## src/rtl/serial_subtractor_if.sv

```systemverilog
// Operand/result bundle for the bit-serial subtractor.
// Master drives operands and start; slave returns status and result.
interface serial_subtractor_if #(
  parameter int W = 8
);
  logic         start;
  logic [W-1:0] a;
  logic [W-1:0] b;
  logic         busy;
  logic         done;
  logic [W-1:0] diff;
  logic         bout;
  logic         ovf;

  modport master (
    output start, a, b,
    input  busy, done, diff, bout, ovf
  );

  modport slave (
    input  start, a, b,
    output busy, done, diff, bout, ovf
  );
endinterface

```

## src/rtl/serial_subtractor.sv

```systemverilog
// Bit-serial A-B, LSB first, through one full-subtractor cell.
// Parallel load on start, parallel result with borrow and overflow.
module serial_subtractor #(
  parameter int W = 8
) (
  input  logic               clk,
  input  logic               rst_n,
  serial_subtractor_if.slave bus
);
  localparam int CW = $clog2(W);

  typedef enum logic [1:0] {
    IDLE,
    RUN,
    DONE
  } state_t;

  state_t        state_q;
  logic [W-1:0]  sa_q;
  logic [W-1:0]  sb_q;
  logic [W-1:0]  sr_q;
  logic [W-1:0]  diff_q;
  logic [CW-1:0] cnt_q;
  logic          brw_q;
  logic          amsb_q;
  logic          bmsb_q;
  logic          bout_q;
  logic          ovf_q;
  logic          busy_q;
  logic          done_q;

  logic          d_bit;
  logic          brw_d;
  logic [W-1:0]  sr_d;
  logic          ovf_d;
  logic          last_bit;

  // Full-subtractor cell on the current LSBs
  assign d_bit    = sa_q[0] ^ sb_q[0] ^ brw_q;
  assign brw_d    = (~sa_q[0] & sb_q[0])
                  | (~(sa_q[0] ^ sb_q[0]) & brw_q);
  assign sr_d     = {d_bit, sr_q[W-1:1]};
  assign ovf_d    = (amsb_q != bmsb_q)
                  && (sr_d[W-1] != amsb_q);
  assign last_bit = (cnt_q == CW'(W-1));

  always_ff @(posedge clk or negedge rst_n) begin
    if (!rst_n) begin
      state_q <= IDLE;
      sa_q    <= '0;
      sb_q    <= '0;
      sr_q    <= '0;
      diff_q  <= '0;
      cnt_q   <= '0;
      brw_q   <= 1'b0;
      amsb_q  <= 1'b0;
      bmsb_q  <= 1'b0;
      bout_q  <= 1'b0;
      ovf_q   <= 1'b0;
      busy_q  <= 1'b0;
      done_q  <= 1'b0;
    end else begin
      unique case (state_q)
        IDLE: begin
          if (bus.start) begin
            state_q <= RUN;
            sa_q    <= bus.a;
            sb_q    <= bus.b;
            brw_q   <= 1'b0;
            cnt_q   <= '0;
            amsb_q  <= bus.a[W-1];
            bmsb_q  <= bus.b[W-1];
            busy_q  <= 1'b1;
          end
        end
        RUN: begin
          sa_q  <= sa_q >> 1;
          sb_q  <= sb_q >> 1;
          sr_q  <= sr_d;
          brw_q <= brw_d;
          cnt_q <= cnt_q + 1'b1;
          if (last_bit) begin
            state_q <= DONE;
            diff_q  <= sr_d;
            bout_q  <= brw_d;
            ovf_q   <= ovf_d;
            done_q  <= 1'b1;
          end
        end
        DONE: begin
          state_q <= IDLE;
          done_q  <= 1'b0;
          busy_q  <= 1'b0;
        end
        default: begin
          state_q <= IDLE;
        end
      endcase
    end
  end

  assign bus.busy = busy_q;
  assign bus.done = done_q;
  assign bus.diff = diff_q;
  assign bus.bout = bout_q;
  assign bus.ovf  = ovf_q;
endmodule
```

## src/flat_wrapper.sv

```systemverilog
// flat-port wrapper written by rule: the top's interface ports become plain ports
module serial_subtractor_flat 
#(
  parameter int W = 8
)
  (clk, rst_n, bus_start, bus_a, bus_b, bus_busy, bus_done, bus_diff, bus_bout, bus_ovf);
  serial_subtractor_if #(.W(W)) bus_i ();
  input  logic clk;
  input  logic rst_n;
  input wire logic [$bits(bus_i.start)-1:0] bus_start;
  input wire logic [$bits(bus_i.a)-1:0] bus_a;
  input wire logic [$bits(bus_i.b)-1:0] bus_b;
  output wire logic [$bits(bus_i.busy)-1:0] bus_busy;
  output wire logic [$bits(bus_i.done)-1:0] bus_done;
  output wire logic [$bits(bus_i.diff)-1:0] bus_diff;
  output wire logic [$bits(bus_i.bout)-1:0] bus_bout;
  output wire logic [$bits(bus_i.ovf)-1:0] bus_ovf;
  assign bus_i.start = bus_start;
  assign bus_i.a = bus_a;
  assign bus_i.b = bus_b;
  assign bus_busy = bus_i.busy;
  assign bus_done = bus_i.done;
  assign bus_diff = bus_i.diff;
  assign bus_bout = bus_i.bout;
  assign bus_ovf = bus_i.ovf;
  serial_subtractor #(.W(W)) u_core (.clk(clk), .rst_n(rst_n), .bus(bus_i));
endmodule
```

## config.mk

```make
export PLATFORM = sky130hd
export DESIGN_NAME = serial_subtractor_flat
export DESIGN_NICKNAME = d
export VERILOG_FILES = /design/src/rtl/serial_subtractor_if.sv /design/src/rtl/serial_subtractor.sv /design/src/flat_wrapper.sv
export SDC_FILE = /design/constraint.sdc
export NUM_CORES = 1
export LEC_CHECK = 0
export BUFFER_PORTS_ARGS = -buffer_cell sky130_fd_sc_hd__buf_2
export CAP_MARGIN = 30
export CORE_UTILIZATION = 55
export DETAILED_ROUTE_END_ITERATION = 16
export PLACE_DENSITY = 0.78
export SETUP_SLACK_MARGIN = 0.5
export SYNTH_ARGS = -nofsm -noshare
export SYNTH_HDL_FRONTEND = slang
export SYNTH_SLANG_ARGS = --single-unit
```

## constraint.sdc

```tcl
create_clock -name clk -period 3.2 [get_ports clk]
set_input_delay 0.64 -clock clk [delete_from_list [all_inputs] [get_ports clk]]
set_output_delay 0.64 -clock clk [all_outputs]
set_load 0.01 [all_outputs]
```

# ---- After elaboration in Yosys (flattened, before gate mapping)
# Index checks and enable logic that the tools add are counted.
dict set report word_totals {
  register_bits 44
  input_bits 19
}
dict set report op_classes {
  add_sub_neg 1
  n_eq_ne 7
  n_mux 15
  bitwise_logic 7
  reduce_logical 11
}
# op n
set op_table {}
lappend op_table {{$pmux W8 S2} 2}
lappend op_table {{$mux W8} 2}
lappend op_table {{$reduce_and A2 Y1} 6}
lappend op_table {{$pmux W1 S2} 3}
lappend op_table {{$pmux W3 S2} 1}
lappend op_table {{$reduce_bool A2 Y1} 3}
lappend op_table {{$mux W2} 2}
lappend op_table {{$pmux W2 S2} 1}
lappend op_table {{$add A3 B1 Y3 const B} 1}
lappend op_table {{$eq A3 B3 Y1 const B} 1}
lappend op_table {{$mux W1} 3}
lappend op_table {{$mux W3} 1}
lappend op_table {{$and A1 B1 Y1} 2}
lappend op_table {{$eq A2 B1 Y1 const B} 1}
lappend op_table {{$eq A2 B2 Y1 const B} 1}
lappend op_table {{$logic_not A2 Y1} 1}
lappend op_table {{$ne A1 B1 Y1} 2}
lappend op_table {{$ne A2 B1 Y1 const B} 1}
lappend op_table {{$ne A2 B2 Y1 const B} 1}
lappend op_table {{$not A1 Y1} 2}
lappend op_table {{$xor A1 B1 Y1} 2}
lappend op_table {{$logic_and A1 B1 Y1} 1}
lappend op_table {{$or A1 B1 Y1} 1}

# ---- Depth between registers and ports, before layout
# Gate-level depths: netlist (run 1).
dict set report depth {
  ltp_word 5
  depth_mapped 6
  depth_no_buf 5
}

# ---- Least setup slack after synthesis (run 1)
# No wires, ideal clock.
dict set report synth_path {
  path_kind {register -> register}
  start {register u_core.cnt_q[0]}
  end {register u_core.diff_q[1], in the netlist u_core.bus.diff[1]}
  setup_ns 0.125
  arrival_ns 1.360
  setup_slack_ns 1.715
  path_stages_with_launch 6
  synth_period_minus_slack_ns 1.485
  cell_sequence {dfrtp_1 > ha_1 > ha_1 > nand3b_4 > buf_4 > mux2_2}
}
dict set report synth_between {
  elab_chain_len 2
}
# element line
set synth_rtl {}
lappend synth_rtl {{from (decl)} serial_subtractor.sv:23} ;# logic [CW-1:0] cnt_q;
lappend synth_rtl {{from (signal assigned)} serial_subtractor.sv:81} ;# cnt_q <= cnt_q + 1'b1;
lappend synth_rtl {{$eq A3 B3 Y1} serial_subtractor.sv:45} ;# assign last_bit = (cnt_q == CW'(W-1));
lappend synth_rtl {{$reduce_and A2 Y1 (no line)} -}
lappend synth_rtl {{to (signal assigned)} serial_subtractor.sv:84} ;# diff_q <= sr_d;
lappend synth_rtl {{to (decl)} serial_subtractor.sv:22} ;# logic [W-1:0] diff_q;
# No other way between the ends.
# A chain may end at the register's enable or synchronous reset.

# ---- Worst setup path after layout (run 1)
dict set report layout_path {
  start {register u_core.state_q[1]}
  end {register u_core.sr_q[1]}
}
dict set report layout_between {
  elab_chain_len 1
}
# element line
set layout_rtl {}
lappend layout_rtl {{from (decl)} serial_subtractor.sv:18} ;# state_t state_q;
lappend layout_rtl {{from (signal assigned)} serial_subtractor.sv:49} ;# state_q <= IDLE;
lappend layout_rtl {{from (signal assigned)} serial_subtractor.sv:66} ;# state_q <= RUN;
lappend layout_rtl {{from (signal assigned)} serial_subtractor.sv:83} ;# state_q <= DONE;
lappend layout_rtl {{$eq A2 B1 Y1} serial_subtractor.sv:63} ;# unique case (state_q)
lappend layout_rtl {{to (signal assigned)} serial_subtractor.sv:79} ;# sr_q <= sr_d;
lappend layout_rtl {{to (decl)} serial_subtractor.sv:21} ;# logic [W-1:0] sr_q;
# No other way between the ends.

==> run summary, run 1 <==
Worst setup path category - reg -> reg
Relative slew slack - 0.397
GRT Overall Usage - 0.198
Synthesized Nets - 166
Clock root buffer - clkbuf_4
Worst hold path type - in -> async
Final slew viol count - 0
Cell total after placement - 213
Initial antenna violation count - 0
Comb pwr share - 0.387
Post-Syn Area - 1850 um2
Warnings from Yosys - 0
Non-Filler Instances - 221
Share of cells above drive strength 1 - 0.322
Cells after Synth - 144
Netlist cell types - 26
Power per cell area - 971 nW/um2
Total gr overflow - 0
Worst Max-Slew Pin Slew - 0.904 ns
Clock Latency Late Sink - 0.35 ns
Width of the die - 60.0 um
Clock group share of total power - 0.147
Crit path DAT - 2.10 ns
Die Span Y - 60.0 um
Post-CTS Setup Repair Bufs - 0
CP Max Fanout - 12
Vias in the first global route - 1138
Status - finished, final reports clean
Ports - 31
DRT iter0 DRCs - 23
P_leak - 0.974 nW
FF-to-FF setup slack - 1.35 ns
Fmax - 542 MHz
Switch share - 0.342
Overall Power - 2.02 mW
RSZ-0062 raised after global routing - no
Antenna diode count - 0
Tcrit/Tclk final - 0.577
Worst vdd ir - 0.000404 V
Num rows - 20
Cts hold-fix bufs - 0
# nets final - 198
Seq cells post-synth - 43
Num CTS Buffers - 5
Die area - 3600 um2
Global-route wire length before repair - 5.09 mm
Hpwl dp - 2.06 mm
Fin Setup TNS - 0 ns
Input/output buffers - 30
Area growth syn-to-layout - 12.5%
DRC viols - 0
Max H-tree Level - 2
Routed len/inst - 13.3 um
Psw - 0.690 mW
Setup Viol. Count Final - 0
Clock tree sinks - 43
Seq/Total Area, Yosys - 0.582
CTS tree - built
Final RePlAce weighted congestion - 0.733
Worst setup EP type - flop
Total number of vias - 1160
Clock skew - 0.00981 ns
Layout Utilization - 0.664
Post_cts resized - 0
Synth top area cells - dfrtp_1 58%, mux2i_1 7.6%, mux2_2 6.7%
Final wirelength - 2.93 mm
Count of max-cap constraint violations - 0
Final Hold Fails - 0
Cell taking the most area after synthesis - dfrtp_1
Placeable core area - 3130 um2
CTS max path bufs - 2
Part of the power in registers - 0.466
Avg Inst Size Synth - 12.8 um2
Synth top area share - 0.582
CP required - 3.45 ns
Final ANT Viol Nets - 0
Crit path time final - 1.85 ns
Pint - 1.33 mW
Critical Path Start Type - flop
Largest net degree at the start of global routing - 44
Register clock-pin slew on the reported worst setup and hold paths - 0.13 ns
Initial Utilization - 0.591
DR pass1 iterations - 4
Vias per cell - 5.25
## critical path, stage by stage, from the launching register on
cell and delay, ns:
dfrtp_1 0.47, nand2b_1 0.58, buf_4 0.34, mux2_2 0.35
## power by group through the flow
stage                     logic, mW  registers, mW  clock network, mW
after detailed placement      0.787          0.955                  0
after global routing          0.882          0.972              0.332
final                         0.781          0.939              0.297
after floorplan               0.624          0.945                  0
after CTS                     0.794          0.942              0.307
after global placement        0.755          0.931                  0
## Yosys cell counts
library cell  number
mux2i_1           14
ha_1               2
nor3b_1            1
nand2_1           18
or2b_1             1
mux2_2            11
inv_1              5
clkbuf_1           2
buf_12             1
dfrtp_1           43
a21oi_1            5
mux2_1             2
nand3b_4           1
fa_1               1
o2bb2ai_1          1
buf_4              1
o21ai_0            4
mux2_4             4
nand2b_1           2
o21bai_2           1
o21ai_1           14
buf_6              2
nor2b_1            1
a22o_1             4
buf_2              1
nor2_1             2
## kinds of logic (layout without fill, tap and decap cells)
| group | after synthesis | after routing | synth area share |
|---|---|---|---|
| buffers and inverters | 12 | 45 | 0.0440 |
| AOI/OAI and AO/OA | 29 | 29 | 0.0921 |
| DFF | 43 | 43 | 0.582 |
| muxes | 31 | 31 | 0.188 |
| adders and majority gates | 3 | 3 | 0.0244 |
| and+or+nand+nor | 26 | 26 | 0.0697 |
## cells in the final DEF (no fill, tap or decap), types with 2 or more instances in the layout
| cell | synthesis | layout |
|---|---|---|
| ha_1 | 2 | 2 |
| o21ai_1 | 14 | 14 |
| buf_2 | 1 | 30 |
| o21ai_0 | 4 | 4 |
| nor2_1 | 2 | 2 |
| mux2_1 | 2 | 2 |
| buf_4 | 1 | 2 |
| mux2_4 | 4 | 4 |
| inv_1 | 5 | 5 |
| mux2_2 | 11 | 11 |
| clkbuf_4 | 0 | 5 |
| clkbuf_8 | 0 | 2 |
| mux2i_1 | 14 | 14 |
| dfrtp_1 | 43 | 43 |
| a21oi_1 | 5 | 5 |
| nand2_1 | 18 | 18 |
| nand2b_1 | 2 | 2 |
| a22o_1 | 4 | 4 |
## flip-flops by register name (all words and copies together) (netlist names)
| register | count |
|---|---|
| u_core.sb_q | 8 |
| u_core.bus.busy | 1 |
| u_core.bmsb_q | 1 |
| u_core.sa_q | 8 |
| u_core.brw_q | 1 |
| u_core.bus.done | 1 |
| u_core.bus.bout | 1 |
| u_core.bus.diff | 8 |
| u_core.bus.ovf | 1 |
| u_core.amsb_q | 1 |
| u_core.cnt_q | 3 |
| u_core.sr_q | 7 |
| u_core.state_q | 2 |
## path summary, 6_finish.rpt
kind,start,to,cells after the start
max,u_core.state_q[1],u_core.sr_q[1],3
min,rst_n,u_core.bus.ovf,1
max reg2reg,u_core.state_q[1],u_core.sr_q[1],3
min reg2reg,u_core.bus.bout,u_core.bus.bout,2
max in group asynchronous,rst_n,u_core.amsb_q,1
min in group clk,u_core.bus.bout,u_core.bus.bout,2
## metrics by stage
stage | setup slack (ns) | instance area [um2] | hold slack (ns)
after floorplan | 1.72 | 1850 | 0.344
after global placement | 1.41 | 2010 | 0.459
after detailed placement | 1.34 | 2010 | 0.473
after CTS | 1.33 | 2080 | 0.427
after global routing | 1.23 | 2080 | 0.470
final | 1.35 | 2080 | 0.403
## per-layer routing
layer	up-vias	wire, um	GRT usage	part of all wire
met2	29	1400	0.333	0.48
met1	567	1360	0.238	0.47
met5	-	0	0	0
li1	558	-	-	-
met4	0	48	0.0797	0.016
met3	6	120	0.0584	0.041
## cell type report
class	instances	area, um2
clock buffer	7	65.1
clock inverter	1	7.51
fill	248	1050
inverter	5	18.8
multi-input combinational	89	691
sequential	43	1080
tap	44	55.1
timing repair buffer	32	165
Power figures use the tool's default switching activity.
==> run 2, diff against run 1 <==
- clock period: 3.2 -> 1.95 ns (I/O delays scaled with it)
==> run 2 against run 1 <==
Compared with the run above:
- cell count is 3.2% higher
- hold slack worse by 0.12 ns
- maximum frequency is 28% higher
- largest cell class unchanged
- critical endpoint is now u_core.bmsb_q
==> run summary, run 2 (same netlist as run 1, synthesis figures left out) <==
Final slew viol count - 0
Register clock-pin slew on the reported worst setup and hold paths - 0.13 ns
Final wirelength - 3.15 mm
Non-Filler Instances - 228
Final ANT Viol Nets - 0
CP bufs+invs - 0
Share of cells above drive strength 1 - 0.364
DRT iter0 DRCs - 24
Die Span Y - 60.0 um
Finished Cell Area - 2180 um2
Clock root buffer - clkbuf_4
CTS max path bufs - 2
Placeable core area - 3130 um2
Fmax - 696 MHz
Hold Crit Depth - 2
R2R Path Start - u_core.state_q[0]
CP Cell Sequence - nand2b_1 -> nor2_1 -> mux2_2
Num CTS Buffers - 5
Initial antenna violation count - 0
CTS tree - built
CP delay by family, top - flip-flops
Status - finished, final reports clean
Width of the die - 60.0 um
Count of max-cap constraint violations - 0
Crit path DAT - 1.69 ns
Final setup margin - 0.513 ns
Worst vdd ir - 0.000819 V
Setup WS pre-CTS - 0.508 ns
Num rows - 20
CP max-delay cell - dfrtp_1
DR pass1 iterations - 4
Setup Viol. Count Final - 0
Most frequent cells in the layout - 43 x dfrtp_1, 30 x buf_2, 18 x nand2_1, 15 x o21ai_1, 14 x mux2i_1
Worst Max-Slew Pin Slew - 0.525 ns
Crit path time final - 1.44 ns
Cell total after placement - 215
Fin Setup TNS - 0 ns
Global-route wire length before repair - 5.35 mm
Min-Delay Endpoint - u_core.sa_q[7]
Worst setup EP type - flop
Worst hold path type - in -> reg
Total gr overflow - 0
Hold wc startpoint - bus_a[7]
Initial Utilization - 0.591
Relative slew slack - 0.650
GRT Overall Usage - 0.211
Clock skew - 0.00611 ns
Ports - 31
Vias per cell - 5.16
Area growth syn-to-layout - 17.7%
Routed len/inst - 13.8 um
Max stage delay on crit path - 0.51 ns
Power per cell area - 1620 nW/um2
Crit Reg-Reg Endpoint - u_core.bmsb_q
Worst setup path category - reg -> reg
Final Hold Fails - 0
Total number of vias - 1176
Largest net degree at the start of global routing - 35
DP Area - 2020 um2
# nets final - 205
Clock tree sinks - 43
Input/output buffers - 30
DRC viols - 0
Clock Latency Late Sink - 0.35 ns
Antenna diode count - 0
Commonest non-fill, non-tap cell in the layout - dfrtp_1
R2R cell count - 3
Vias in the first global route - 1178
Critical Path Start Type - flop
CP Max Fanout - 7
Tcrit/Tclk final - 0.737
Die area - 3600 um2
Final RePlAce weighted congestion - 0.729
Hpwl dp - 2.15 mm
Filler Cells Inserted - 239
CP required - 2.20 ns
FF-to-FF setup slack - 0.51 ns
RSZ-0062 raised after global routing - yes
P_leak - 1.01 nW
Max H-tree Level - 2
==> run 2: what timing repair did <==
action                     in CTS  in global routing
hold buffers                    1                  0
pin swaps                       0                  1
resized for setup               0                  6
gates cloned                    0                  1
hold endpoints to repair       15                  0
setup endpoints to repair       6                 11
buffers inserted                2                  1
==> run 2: routing by layer <==
| metal | wire length (um) | track usage | vias up |
|---|---|---|---|
| met1 | 1490 | 0.276 | 564 |
| met3 | 122 | 0.0693 | 6 |
| met4 | 47 | 0.0831 | 0 |
| met5 | 0 | 0 | - |
| met2 | 1490 | 0.325 | 28 |
| li1 | - | - | 578 |
==> run 2: worst register-to-register path: cells and delay by family, from the launching register on <==
family	cells	cell delay (ns)
DFF	1	0.51
muxes	1	0.37
and+or+nand+nor	2	0.47
==> run 2: worst max path at each step <==
stage | cells past startpoint | endpoint | start | slack [ns]
finish | 3 | u_core.bmsb_q | u_core.state_q[0] | 0.51
global route | 3 | u_core.bmsb_q | u_core.state_q[0] | 0.45
CTS | 5 | u_core.bus.ovf | u_core.sb_q[0] | 0.49
detailed placement | 4 | u_core.bus.diff[1] | u_core.cnt_q[0] | 0.51
global placement | 4 | u_core.bus.diff[5] | u_core.cnt_q[0] | 0.54
floorplan | 5 | u_core.bus.diff[1] | u_core.cnt_q[0] | 0.53
==> run 2: per-stage QoR <==
step	power, mW	hold WS (ns)	utilization
floorplan	2.58	0.0944	-
global placement	2.80	0.383	0.647
detailed placement	2.87	0.390	0.647
CTS	3.47	0.271	0.682
global route	3.80	0.270	0.696
finish	3.53	0.284	0.696
==> run 2: where the power goes <==
group | internal (mW) | total, mW | switching (mW)
registers | 1.29 | 1.56 | 0.264
logic | 0.754 | 1.38 | 0.630
clock network | 0.303 | 0.590 | 0.287
==> run 2: final cells by class <==
| class | count | area [um2] | share of cell area |
|---|---|---|---|
| timing repair buffer | 38 | 213 | 0.0978 |
| clock inverter | 2 | 35.0 | 0.0161 |
| inverter | 5 | 18.8 | 0.00863 |
| clock buffer | 6 | 51.3 | 0.0236 |
| sequential | 43 | 1080 | 0.495 |
| tap | 44 | 55.1 | 0.0253 |
| multi-input combinational | 90 | 727 | 0.334 |
==> run 3, diff against run 2 <==
- ABC_AREA: not set -> 1
- CORE_UTILIZATION: 55 -> 50
- PLACE_DENSITY: 0.78 -> 0.74
- clock period: 1.95 -> 1.3 ns (I/O delays scaled with it)
==> run 3 against run 2 <==
Compared with the run above:
- flip-flop and latch count unchanged
- critical path type unchanged
- the flow now finishes with violations (negative setup slack)
- register-to-register slack got worse by 0.67 ns
- utilization increased by 25 points
- combinational power increased to 4.5 times the previous value
- first-iteration DRC count increased to 10 times the previous value
- critical endpoint is now u_core.bus.ovf
- maximum frequency decreased by 1.5%
- hold slack got worse by 0.076 ns
- total power increased to 2.7 times the previous value
==> run summary, run 3 <==
Relative slew slack - 0.808
Worst vdd ir - 0.00181 V
Most frequent cells in the layout - 42 x dfrtp_1, 36 x inv_1, 34 x nand3_2, 30 x buf_2, 28 x nand2_1
Cell taking the most area after synthesis - dfrtp_1
Die area - 4330 um2
Ports - 31
DR top layer - met4
DRT iter0 DRCs - 245
Width of the die - 65.8 um
Hpwl dp - 2.59 mm
Max stage delay on crit path - 0.59 ns
Area growth syn-to-layout - 74.9%
Worst setup EP type - flop
Crit path time final - 1.46 ns
Routed len/inst - 23.7 um
Tcrit/Tclk final - 1.12
DRC viols - 0
CP Max Fanout - 3
Seq/Total Area, Yosys - 0.529
Top_reg_cell synth - dfrtp_1
Setup WS pre-CTS - -0.00860 ns
Met1 Wirelength - 3.17 mm
Violated checks - negative setup slack
Global-route wire length before repair - 10.7 mm
WL met2 - 4.26 mm
FFs w/ async S/R, synth - 1.00
Clock tree sinks - 43
Final Hold Fails - 0
CP required - 1.51 ns
Vias per cell - 5.96
Max H-tree Level - 2
CP max-delay cell - fa_1
Clock root buffer - clkbuf_8
Most frequent cell after synthesis - nand2_1
Worst hold path type - in -> reg
Clock skew - 0.0111 ns
Initial antenna violation count - 0
Clock Latency Late Sink - 0.31 ns
Commonest cells in the netlist - 58 x nand2_1, 47 x nand3_1, 43 x dfrtp_1
Synth top area cells - dfrtp_1 53%, nand3_1 12%, nand2_1 11%
Seq cells post-synth - 43
Met3 wire length - 674 um
Worst setup path category - reg -> reg
Warnings from Yosys - 0
Placeable core area - 3770 um2
Synth top area share - 0.529
Final setup margin - -0.159 ns
Largest net degree at the start of global routing - 44
Commonest non-fill, non-tap cell in the layout - dfrtp_1
Total number of vias - 2194
Filler Cells Inserted - 102
Antenna diode count - 0
Total gr overflow - 0
Avg Inst Size Synth - 8.58 um2
Post-Syn Area - 2030 um2
Input/output buffers - 30
Number of synthesized flops with an enable pin - 0
Register area - 1080 um2
Final slew viol count - 0
Fmax - 685 MHz
GRT Overall Usage - 0.349
Multi-input logic area - 1340 um2
CTS tree - built
Setup Viol. Count Final - 8
Count of max-cap constraint violations - 0
Crit path DAT - 1.66 ns
# nets final - 341
P_leak - 1.79 nW
Netlist cell types - 20
Final ANT Viol Nets - 0
RSZ-0062 raised after global routing - yes
DP Area - 2380 um2
Worst Max-Slew Pin Slew - 0.289 ns
Status - finished, violations left
Num rows - 22
CTS max path bufs - 2
CP Cell Sequence - inv_2 -> fa_1 -> inv_2 -> nand3_2 -> nand2_2 -> nand2_2 -> nand2_1
Cells after Synth - 237
Die Span Y - 65.8 um
Finished Cell Area - 3560 um2
Final wirelength - 8.74 mm
Share of cells above drive strength 1 - 0.638
Vias in the first global route - 2143
DR pass1 iterations - 4
Power per cell area - 2690 nW/um2
Num CTS Buffers - 5
Initial Utilization - 0.539
Register clock-pin slew on the reported worst setup and hold paths - 0.09 ns
Final RePlAce weighted congestion - 0.783
Synthesized Nets - 259
Critical Path Start Type - flop
-- run 3: cell types whose count changed after synthesis, moves of 4 or more --
cell	change
a21oi_1	-4
a22o_1	-4
inv_1	+36
mux2_2	-11
mux2_4	-4
mux2i_1	-14
nand2_1	+40
nand3_1	+47
o21ai_0	+8
o21ai_1	-10
o21ai_2	+7
-- run 3: worst paths after layout --
check,endpoint,slack (ns),start,cells past startpoint
min in group asynchronous,u_core.bus.diff[0],0.49,rst_n,3
min,u_core.sb_q[7],0.21,bus_b[7],3
max,u_core.bus.ovf,-0.16,u_core.brw_q,7
max reg2reg,u_core.bus.ovf,-0.16,u_core.brw_q,7
max in group asynchronous,u_core.state_q[0],0.59,rst_n,3
min reg2reg,u_core.sr_q[6],0.51,u_core.sr_q[6],2
-- run 3: cell type report --
cell class	count	area share
Clock buffer	7	0.0214
Inverter	43	0.0461
Sequential cell	43	0.303
Timing Repair Buffer	82	0.234
Clock inverter	1	0.00141
Multi-Input combinational cell	144	0.378
Tap cell	48	0.0169
-- run 3: logic make-up after synthesis --
logic type,share of synthesized area
AOI/OAI and AO/OA,0.0720
adders and majority gates,0.0221
DFF,0.529
and+or+nand+nor,0.255
buffers and inverters,0.122
-- run 3: power breakdown --
part           switching [mW]  total, mW  internal [mW]
Combinational            3.31       6.15           2.84
Sequential              0.581       2.55           1.97
Clock                   0.478      0.856          0.378
Total                    4.37       9.55           5.18
-- run 3: critical path: cells and delay by family (launching register included) --
kind	cells	cell delay, ns
fa+ha+maj	1	0.59
buf+inv	2	0.13
flops	1	0.38
simple gates	4	0.26
-- run 3: through the flow --
stage | instances | TNS, ns | utilization | total power, mW | hold WS, ns
after floorplan | 237 | 0 | - | 4.45 | -0.0356
after global placement | 315 | 0 | 0.630 | 4.94 | 0.252
after detailed placement | 315 | -0.00860 | 0.630 | 5.00 | 0.253
after CTS | 358 | -0.00249 | 0.859 | 7.80 | 0.196
after global routing | 368 | -0.752 | 0.944 | 9.91 | 0.208
final | 368 | -0.466 | 0.944 | 9.55 | 0.208
-- run 3: what timing repair did --
item | CTS | global route
endpoints found under the setup margin | 55 | 55
setup buffers | 26 | 10
resized for setup | 93 | 51
endpoints found under the hold margin | 43 | 0
hold buffers | 1 | 0
cloned | 8 | 0
pin swaps | 56 | 29
-- run 3: metal layers --
layer	vias up	GRT usage
met2	152	0.580
li1	911	-
met4	0	0.171
met3	58	0.0793
met5	-	0
met1	1073	0.422
